<file path="src/rtl/tmc4671_pkg.sv">
// Shared types and constants for the multi-channel TMC4671 Avalon/SPI bridge.
package tmc4671_pkg;

   localparam int FRAME_BITS    = 40;
   localparam int REG_ADDR_BITS = 7;
   localparam int DATA_BITS     = 32;

   typedef enum logic [2:0] {IDLE, SETUP, SHIFT, HOLD, DONE, GAP} state_t;

   // clk cycles per SCK half-period, never below one
   function automatic int spi_div(input int clk_hz, input int spi_hz);
      int d;
      d = clk_hz / (2 * spi_hz);
      return (d < 1) ? 1 : d;
   endfunction

endpackage

</file>
<file path="src/rtl/tmc4671_spi_frame.sv">
// One 40-bit SPI mode-3 datagram: chip-select setup, 40 shifted bits, chip-select hold.
module tmc4671_spi_frame
   import tmc4671_pkg::*;
#(
   parameter int DIV = 25
) (
   input  logic                  clk,
   input  logic                  reset,
   input  logic                  start,
   input  logic [FRAME_BITS-1:0] frame,
   input  logic                  miso,
   output logic                  sck,
   output logic                  mosi,
   output logic                  cs_active,
   output logic [DATA_BITS-1:0]  rx_data,
   output logic                  done
);

   // state | meaning
   // IDLE  | waiting for start
   // SETUP | chip select low, SCK high, first bit on MOSI, DIV cycles
   // SHIFT | 40 bits of DIV low + DIV high SCK cycles
   // HOLD  | SCK high, chip select still low, DIV cycles

   localparam int DIV_W = (DIV > 1) ? $clog2(DIV) : 1;
   localparam logic [DIV_W-1:0] DIV_LOAD = DIV_W'(DIV - 1);

   state_t                  phase, phase_nxt;
   logic [DIV_W-1:0]        div_cnt;
   logic [5:0]              bit_cnt;
   logic [FRAME_BITS-2:0]   tx;
   logic                    div_tc;
   logic                    last_bit;

   assign div_tc   = (div_cnt == '0);
   assign last_bit = (bit_cnt == 6'(FRAME_BITS - 1));

   always_ff @(posedge clk) begin
      if (reset) phase <= IDLE;
      else       phase <= phase_nxt;
   end

   always_comb begin
      phase_nxt = phase;
      case (phase)
         IDLE:    if (start) phase_nxt = SETUP;
         SETUP:   if (div_tc) phase_nxt = SHIFT;
         SHIFT:   if (div_tc && sck && last_bit) phase_nxt = HOLD;
         HOLD:    if (div_tc) phase_nxt = IDLE;
         default: phase_nxt = IDLE;
      endcase
   end

   always_comb begin
      done = (phase == HOLD) && div_tc;
   end

   always_ff @(posedge clk) begin
      if (reset) begin
         div_cnt   <= '0;
         bit_cnt   <= '0;
         tx        <= '0;
         rx_data   <= '0;
         sck       <= 1'b1;
         mosi      <= 1'b0;
         cs_active <= 1'b0;
      end else begin
         case (phase)
            IDLE: begin
               if (start) begin
                  div_cnt   <= DIV_LOAD;
                  bit_cnt   <= '0;
                  tx        <= frame[FRAME_BITS-2:0];
                  mosi      <= frame[FRAME_BITS-1];
                  sck       <= 1'b1;
                  cs_active <= 1'b1;
               end
            end
            SETUP: begin
               if (div_tc) begin
                  div_cnt <= DIV_LOAD;
                  sck     <= 1'b0;
               end else begin
                  div_cnt <= div_cnt - DIV_W'(1);
               end
            end
            SHIFT: begin
               if (div_tc) begin
                  div_cnt <= DIV_LOAD;
                  if (!sck) begin
                     sck     <= 1'b1;
                     rx_data <= {rx_data[DATA_BITS-2:0], miso};
                  end else if (!last_bit) begin
                     // falling edge: present the next frame bit
                     sck     <= 1'b0;
                     bit_cnt <= bit_cnt + 6'd1;
                     mosi    <= tx[FRAME_BITS-2];
                     tx      <= {tx[FRAME_BITS-3:0], 1'b0};
                  end
               end else begin
                  div_cnt <= div_cnt - DIV_W'(1);
               end
            end
            HOLD: begin
               if (div_tc) begin
                  cs_active <= 1'b0;
                  mosi      <= 1'b0;
               end else begin
                  div_cnt <= div_cnt - DIV_W'(1);
               end
            end
            default: ;
         endcase
      end
   end

endmodule

</file>
<file path="src/rtl/tmc4671_avalon_multi.sv">
// Avalon-MM slave bridging register accesses to NUM_CHANNELS TMC4671 chips on a shared SPI bus.
// Optional local status window: define TMC4671_STATUS_WINDOW_EN.
module tmc4671_avalon_multi
   import tmc4671_pkg::*;
#(
   parameter int CLOCK_FREQ_HZ = 50_000_000,
   parameter int SPI_FREQ_HZ   = 1_000_000,
   parameter int NUM_CHANNELS  = 4,
   parameter int GAP_CYCLES    = 50,
   parameter int CH_BITS       = $clog2(NUM_CHANNELS + 1)
) (
   input  logic                             clk,
   input  logic                             reset,
   input  logic [REG_ADDR_BITS+CH_BITS-1:0] address,
   input  logic                             write,
   input  logic [DATA_BITS-1:0]             writedata,
   input  logic                             read,
   output logic [DATA_BITS-1:0]             readdata,
   output logic                             waitrequest,
   output logic [NUM_CHANNELS-1:0]          nSCS,
   output logic                             SCK,
   output logic                             MOSI,
   input  logic [NUM_CHANNELS-1:0]          MISO
);

   // state | meaning
   // IDLE  | waiting for a command
   // SETUP | SPI frame in flight (engine runs setup/shift/hold)
   // DONE  | one cycle, waitrequest low, readdata valid
   // GAP   | GAP_CYCLES cycles with all chip selects high

   localparam int DIV   = spi_div(CLOCK_FREQ_HZ, SPI_FREQ_HZ);
   localparam int GAP_W = (GAP_CYCLES > 1) ? $clog2(GAP_CYCLES) : 1;
   localparam logic [GAP_W-1:0] GAP_LOAD = GAP_W'((GAP_CYCLES > 0) ? GAP_CYCLES - 1 : 0);

   state_t                   state_q, state_nxt;
   logic [CH_BITS-1:0]       addr_ch, ch_q;
   logic [REG_ADDR_BITS-1:0] addr_reg;
   logic                     cmd, accept, ch_valid, start, wr_q;
   logic [GAP_W-1:0]         gap_cnt;
   logic                     gap_tc;
   logic [NUM_CHANNELS-1:0]  cs_onehot;
   logic [FRAME_BITS-1:0]    frame;
   logic [DATA_BITS-1:0]     eng_rx, local_rdata;
   logic                     eng_cs, eng_done, miso_sel;

   assign cmd      = read | write;
   assign addr_ch  = address[REG_ADDR_BITS +: CH_BITS];
   assign addr_reg = address[REG_ADDR_BITS-1:0];
   assign ch_valid = (addr_ch < CH_BITS'(NUM_CHANNELS));
   assign accept   = (state_q == IDLE) && cmd;
   assign start    = accept && ch_valid;
   assign gap_tc   = (gap_cnt == '0);
   assign frame    = {write, addr_reg, (write ? writedata : {DATA_BITS{1'b0}})};
   assign miso_sel = |(MISO & cs_onehot);

   tmc4671_spi_frame #(.DIV(DIV)) u_frame (
      .clk       (clk),
      .reset     (reset),
      .start     (start),
      .frame     (frame),
      .miso      (miso_sel),
      .sck       (SCK),
      .mosi      (MOSI),
      .cs_active (eng_cs),
      .rx_data   (eng_rx),
      .done      (eng_done)
   );

   always_ff @(posedge clk) begin
      if (reset) state_q <= IDLE;
      else       state_q <= state_nxt;
   end

   always_comb begin
      state_nxt = state_q;
      case (state_q)
         IDLE:    if (cmd) state_nxt = start ? SETUP : DONE;
         SETUP:   if (eng_done) state_nxt = DONE;
         DONE:    state_nxt = (GAP_CYCLES == 0) ? IDLE : GAP;
         GAP:     if (gap_tc) state_nxt = IDLE;
         default: state_nxt = IDLE;
      endcase
   end

   always_comb begin
      cs_onehot   = NUM_CHANNELS'(1) << ch_q;
      waitrequest = cmd & (state_q != DONE);
      nSCS        = ~(cs_onehot & {NUM_CHANNELS{eng_cs}});
   end

   always_ff @(posedge clk) begin
      if (reset) begin
         ch_q     <= '0;
         wr_q     <= 1'b0;
         readdata <= '0;
         gap_cnt  <= '0;
      end else begin
         if (accept) begin
            ch_q <= addr_ch;
            wr_q <= write;
         end
         if ((state_q == SETUP) && eng_done)
            readdata <= wr_q ? '0 : eng_rx;
         else if (accept && !start)
            readdata <= local_rdata;
         if (state_q == DONE)
            gap_cnt <= GAP_LOAD;
         else if ((state_q == GAP) && !gap_tc)
            gap_cnt <= gap_cnt - GAP_W'(1);
      end
   end

`ifdef TMC4671_STATUS_WINDOW_EN
   logic [DATA_BITS-1:0] frame_count;
   logic [7:0]           last_ch;
   logic                 win_sel;

   assign win_sel = (addr_ch == CH_BITS'(NUM_CHANNELS));

   always_ff @(posedge clk) begin
      if (reset) begin
         frame_count <= '0;
         last_ch     <= '0;
      end else begin
         if ((state_q == SETUP) && eng_done) begin
            frame_count <= frame_count + 32'd1;
            last_ch     <= 8'(ch_q);
         end
         if (accept && write && win_sel && (addr_reg == '0))
            frame_count <= '0;
      end
   end

   always_comb begin
      local_rdata = '0;
      if (win_sel && !write) begin
         case (addr_reg)
            7'd0:    local_rdata = frame_count;
            7'd1:    local_rdata = {24'h0, last_ch};
            default: local_rdata = '0;
         endcase
      end
   end
`else
   assign local_rdata = '0;
`endif

endmodule

</file>
<file path="config.mk">
export PLATFORM = sky130hd
export DESIGN_NAME = tmc4671_avalon_multi
export DESIGN_NICKNAME = d
export VERILOG_FILES = /design/src/rtl/tmc4671_pkg.sv /design/src/rtl/tmc4671_spi_frame.sv /design/src/rtl/tmc4671_avalon_multi.sv
export SDC_FILE = /design/constraint.sdc
export NUM_CORES = 1
export LEC_CHECK = 0
export ABC_AREA = 1
export CORE_MARGIN = 3
export CORE_UTILIZATION = 31
export DETAILED_ROUTE_END_ITERATION = 12
export PLACE_DENSITY = 0.58
export SYNTH_ARGS = -nofsm -noshare
export SYNTH_HDL_FRONTEND = slang
export SYNTH_HIERARCHICAL = 1
export SYNTH_SLANG_ARGS = --single-unit
</file>
<file path="constraint.sdc">
create_clock -name clk -period 1.9 [get_ports clk]
set_input_delay 0.285 -clock clk [delete_from_list [all_inputs] [get_ports clk]]
set_output_delay 0.285 -clock clk [all_outputs]
set_load 0.05 [all_outputs]
</file>
== Word level (Yosys, flattened, before mapping) ==
Index checks and enable logic that the tools add are counted.
Word-level totals
  register bits after elaboration: 133
  output and inout port bits: 39
  logic and storage cells: 118
Operators by class
  add/subtract/negate cells: 3
  magnitude comparators: 1
  equality and inequality tests: 19
  shift operators: 1
  muxes and demuxes: 42
  bitwise gates (word level): 6
  reductions and logical operators: 32
Operators by type and width (number)
  39-bit 2-to-1 mux: 4
  32-bit 2-to-1 mux: 4
  39-bit case mux with 2 select lines: 1
  6-bit 2-to-1 mux: 6
  3-bit 2-to-1 mux: 8
  3-bit case mux with 4 select lines: 2
  5-bit 2-to-1 mux: 3
  5-bit case mux with 3 select lines: 1
  2-bit inequality test (second input constant): 6
  6-bit case mux with 2 select lines: 1
  3-bit AND reduction: 4
  2-bit by 1-bit inequality test with 1-bit output (second input constant): 5
  1-bit 2-to-1 mux: 9
  3-bit nonzero test: 3
  4-bit AND: 2
  1-bit logical AND: 8
  4-bit AND reduction: 2
  2-bit nonzero test: 4
  6-bit by 1-bit adder with 6-bit output (second input constant): 1
  3-bit by 1-bit == test with 1-bit output (second input constant): 2
  3-bit by 2-bit == test with 1-bit output (second input constant): 2
  3-bit == test (second input constant): 2
  6-bit == test (second input constant): 1
  3-bit zero test: 2
  other kinds (18): 21

== Logic depth before layout (Yosys ltp) ==
  word-level depth: 7
  mapped depth: 14

== Cells and area by module ==
Netlist, hierarchy kept.
Modules (own cells, without submodules)
  tmc4671_spi_frame: instances 1, cells an instance 589, area an instance 3995.1 um^2, sequential area each 1741.7 um^2
  tmc4671_avalon_multi: instances 1, cells an instance 327, area an instance 2618.8 um^2, sequential area each 880.8 um^2

== Worst setup path after synthesis ==
Ideal clock, no wire load.
  path type: register -> register
  start point: register state_q[0]
  end point: register u_frame.bit_cnt[0]
  data arrival time: 1727 ps
  setup slack: 106 ps
  stages on the path, launching flop included: 14
  buffers on the path: 1
  period minus slack after synthesis: 1794 ps
  path through: dfxtp_1 inv_1 ha_1 inv_1 nor2_4 nand2_1 inv_1 nor2_2 nor2_2 nand2_4 nor2_8 buf_6 nand2_1 a21oi_2
On the way
  word-level cells in the longest chain between the ends: 5
RTL lines
  start: declaration: RTL line tmc4671_avalon_multi.sv:36  | state_t state_q, state_nxt;
  start signal: assignment: RTL line tmc4671_avalon_multi.sv:72  | else state_q <= state_nxt;
  3-bit zero test: RTL line tmc4671_avalon_multi.sv:51  | assign accept = (state_q == IDLE) && cmd;
  1-bit logical AND: RTL line tmc4671_avalon_multi.sv:51
  1-bit logical AND: RTL line tmc4671_avalon_multi.sv:52  | assign start = accept && ch_valid;
  via start: RTL line tmc4671_avalon_multi.sv:39  | logic cmd, accept, ch_valid, start, wr_q;
  2-bit inequality test (no line)
  5-bit AND reduction (no line)
  end signal: assignment: RTL line tmc4671_spi_frame.sv:96  | bit_cnt <= bit_cnt + 6'd1;
  end: declaration: RTL line tmc4671_spi_frame.sv:30  | logic [5:0] bit_cnt;
The timed path passes the listed nets, and every way through them passes these cells.
A chain may end at the register's enable or synchronous reset.

== Worst setup path after layout ==
  start point: register readdata[7]
  end point: output readdata[7]
RTL lines
  start: declaration: RTL line tmc4671_avalon_multi.sv:18  | output logic [DATA_BITS-1:0] readdata,
  start signal: assignment: RTL line tmc4671_avalon_multi.sv:104  | readdata <= wr_q ? '0 : eng_rx;
  start signal: assignment: RTL line tmc4671_avalon_multi.sv:106  | readdata <= local_rdata;
No word-level cell between the ends.

==> results.toml <==
[outcome]
result_of_the_run = "finished clean"

[global_route]
grt_start_max_net_pins = 40
use_met2_pct = 21.4
met3_usage_grt_pct = 3.27
grt_pass1_wl_um = 27400
antenna_found_initial = 0
first_global_vias = 5715
grt_overflow = 0
global_route.peak_usage_layer = "met2"
groute.layer.met1.usage_pct = 19.2
grt_util_all_layers_pct = 13.8

[clock_network]
cts.clk_slew.worst_paths_ns = 0.07
clock_sink_count = 131
ctsRootBufferMaster = "clkbuf_16"
number_of_h_tree_levels = 4
cts_buffers = 17
hold_fix_buffers_at_cts = 0
clockBufferDepth = 2
cts_tree = "yes"
insertion_delay_ns = 0.42

[timing]
drv_slew = 0
hold_viol_final = 0
post-route-period-util_pct = 97.5
largest_clock_skew_in_the_final_design_ns = 0.0104
max_clock_freq_ghz = 0.540
max-slew-margin-rel_pct = 63.5
final.min_clock_period_ns = 1.85
worst-slew-pin-transition_ns = 0.546
post-route-worst-setup-slack_ns = 0.0483
final-setup-viol-count = 0

[drt]
routed_wl_um = 16000
drt_first_iter_violations = 403
final_antenna_net_count = 0
drcViolationCount = 0
wl_per_cell_um = 12.4
vias = 5986
avgViaCountPerCell = 4.62
drt_pass1_iterations = 4

[floorplan]
core-area_um2 = 20600
floorplan.die.height_um = 152
die_area_um2 = 23100
initial_core_utilization_pct = 32.1
floorplan.rows = 52
floorplan.die.width_um = 152
boundaryPins = 89

[cells_and_area]
final_core_util_pct = 41.8
area.growth.synth_to_final_pct = 30.3
design_area_um2 = 8620
proportion_of_layout_cells_with_a_drive_suffix_above_1_pct = 18.2
num-fill-cells = 2104
antenna_cells = 0
final_net_count = 1075

[yosys]
synth_flop_cell = "dfxtp_1"
synthesis.area_per_instance_um2 = 7.22
yosysUniqueCellTypes = 36
syn_inst = 916
ff_latch_count_synth = 131
netlist.area_leader.share_pct = 39.7
synth.net_count = 979
post-synth-top-area-cell = "dfxtp_1"
synthesis.area_um2 = 6610
synth_most_common_cell = "nand2_1"
synth_warnings = 6
yosysSeqAreaShare_pct = 39.7
yosys-top-cells-area = "dfxtp_1 (40%), nand2_1 (11%), nor2_1 (9.6%), o21ai_0 (5.5%), nand3_2 (4.8%)"
ys_top_cells_by_count = "nand2_1 (200), nor2_1 (170), dfxtp_1 (131)"
synth_async_sr_flop_share_pct = 0
number_of_synthesized_flops_with_an_enable_pin = 0

[critical_path]
path_buf_inv = 1
cp-end-kind = "output port"
critPathKind = "reg2out"
family_with_the_most_delay_on_the_worst_path = "buffers and inverters"
cp.required_ns = 1.62
crit_path_cell_trace = "clkdlybuf4s50_1"
critical_path.startpoint_type = "flop"
critical_path_peak_fanout = 2
cpMaxStageDelayCell = "clkdlybuf4s50_1"
worstPathArrival_ns = 1.57
slowest_delay_ns = 0.81

[placement]
routabilityCongestion = 0.780
dp_hpwl_um = 10800
port_buffers = 88
post_dp_cell_area_um2 = 7900
place_ws_ns = -0.289

[power]
power.static_leakage_uw = 0.00431
cellPowerDensity_nw_per_um2 = 1330
ir_drop_mv = 0.523

[hold_path]
worst_hold_path_type = "in2reg"

[flow_run]
max_cap_viol_count = 0
-- area by class of cell --
class                           instances  area [µm²]  share of cell area [%]
Clock buffer                           17         425                    4.94
Clock inverter                         15         139                    1.61
Sequential cell                       131        2630                    30.5
Tap cell                              270         338                    3.92
Multi-Input combinational cell        646        3380                    39.2
Inverter                               83         314                    3.64
Timing Repair Buffer                  133        1400                    16.2
-- final timing paths --
path | startpoint | endpoint | slack (ns) | cells after the start
max | readdata[7]$_SDFFE_PP0P_ | readdata[7] | 0.05 | 1
min | reset | u_frame/mosi$_SDFFE_PP0P_ | 0.35 | 4
max reg2reg | u_frame/phase[1]$_SDFFE_PP0P_ | u_frame/tx[14]$_SDFFE_PP0P_ | 0.09 | 10
min reg2reg | u_frame/div_cnt[0]$_SDFFE_PP0P_ | u_frame/div_cnt[0]$_SDFFE_PP0P_ | 0.43 | 1
-- cells in the final DEF (no fill, tap or decap), types with 9 or more instances in the layout --
master,synthesis,routed
nand2_1,200,199
buf_4,5,40
dfxtp_1,131,129
inv_1,78,74
nand3_1,14,14
a21oi_1,20,20
o21ai_1,14,14
dlymetal6s2s_1,0,24
nor2_1,170,169
a21oi_2,33,33
clkdlybuf4s50_1,0,55
o21ai_0,73,73
buf_12,3,9
nand3_2,32,32
clkbuf_16,0,18
ha_1,13,11
nand4_1,44,44
-- sequential cells by signal (all words and copies together) (netlist names), 2 cells and up --
register / flops
u_frame/tx: 39
u_frame/rx_data: 32
u_frame/bit_cnt: 6
gap_cnt: 6
state_q: 2
readdata: 32
u_frame/div_cnt: 5
ch_q: 3
u_frame/phase: 2
-- layer usage --
layer	vias to the layer above	part of all wire (%)
met5	-	0
met4	0	1.2
met3	13	4.9
met2	135	43
met1	2707	51
li1	3131	-
-- power breakdown --
group | switching [µW] | total (µW) | leakage, µW | internal, µW
registers | 335 | 3630 | 0.00107 | 3290
logic | 2830 | 4730 | 0.00296 | 1900
clock network | 1390 | 3120 | 0.000278 | 1730
-- timing repair --
action / in CTS / in global routing
buffers inserted: 0 / 2
cloned: 0 / 1
pin swaps: 1 / 5
resized for setup: 0 / 39
endpoints found under the setup margin: 12 / 74
-- stage by stage --
| stage | TNS (ns) | power (µW) | hold WS, ns | instances |
|---|---|---|---|---|
| 6_report | 0 | 11500 | 0.349 | 1295 |
| 2_1_floorplan | 0 | 6830 | 0.347 | 916 |
| 3_3_place_gp | -10.74 | 8140 | 0.418 | 1260 |
| 5_1_grt | -0.0482 | 12300 | 0.381 | 1295 |
| 4_1_cts | 0 | 11400 | 0.352 | 1292 |
| 3_5_place_dp | -11.88 | 8180 | 0.424 | 1260 |
-- cells by family after synthesis --
| family | Yosys count | synth area share [%] |
|---|---|---|
| buffers and inverters | 139 | 9.76 |
| XOR/XNOR | 2 | 0.265 |
| AO/OA/AOI/OAI | 149 | 13.5 |
| flip-flops | 131 | 39.7 |
| adder cells (fa/ha/maj) | 13 | 2.46 |
| AND/OR/NAND/NOR | 482 | 34.4 |
No activity file was read; power rests on OpenSTA's default activity.
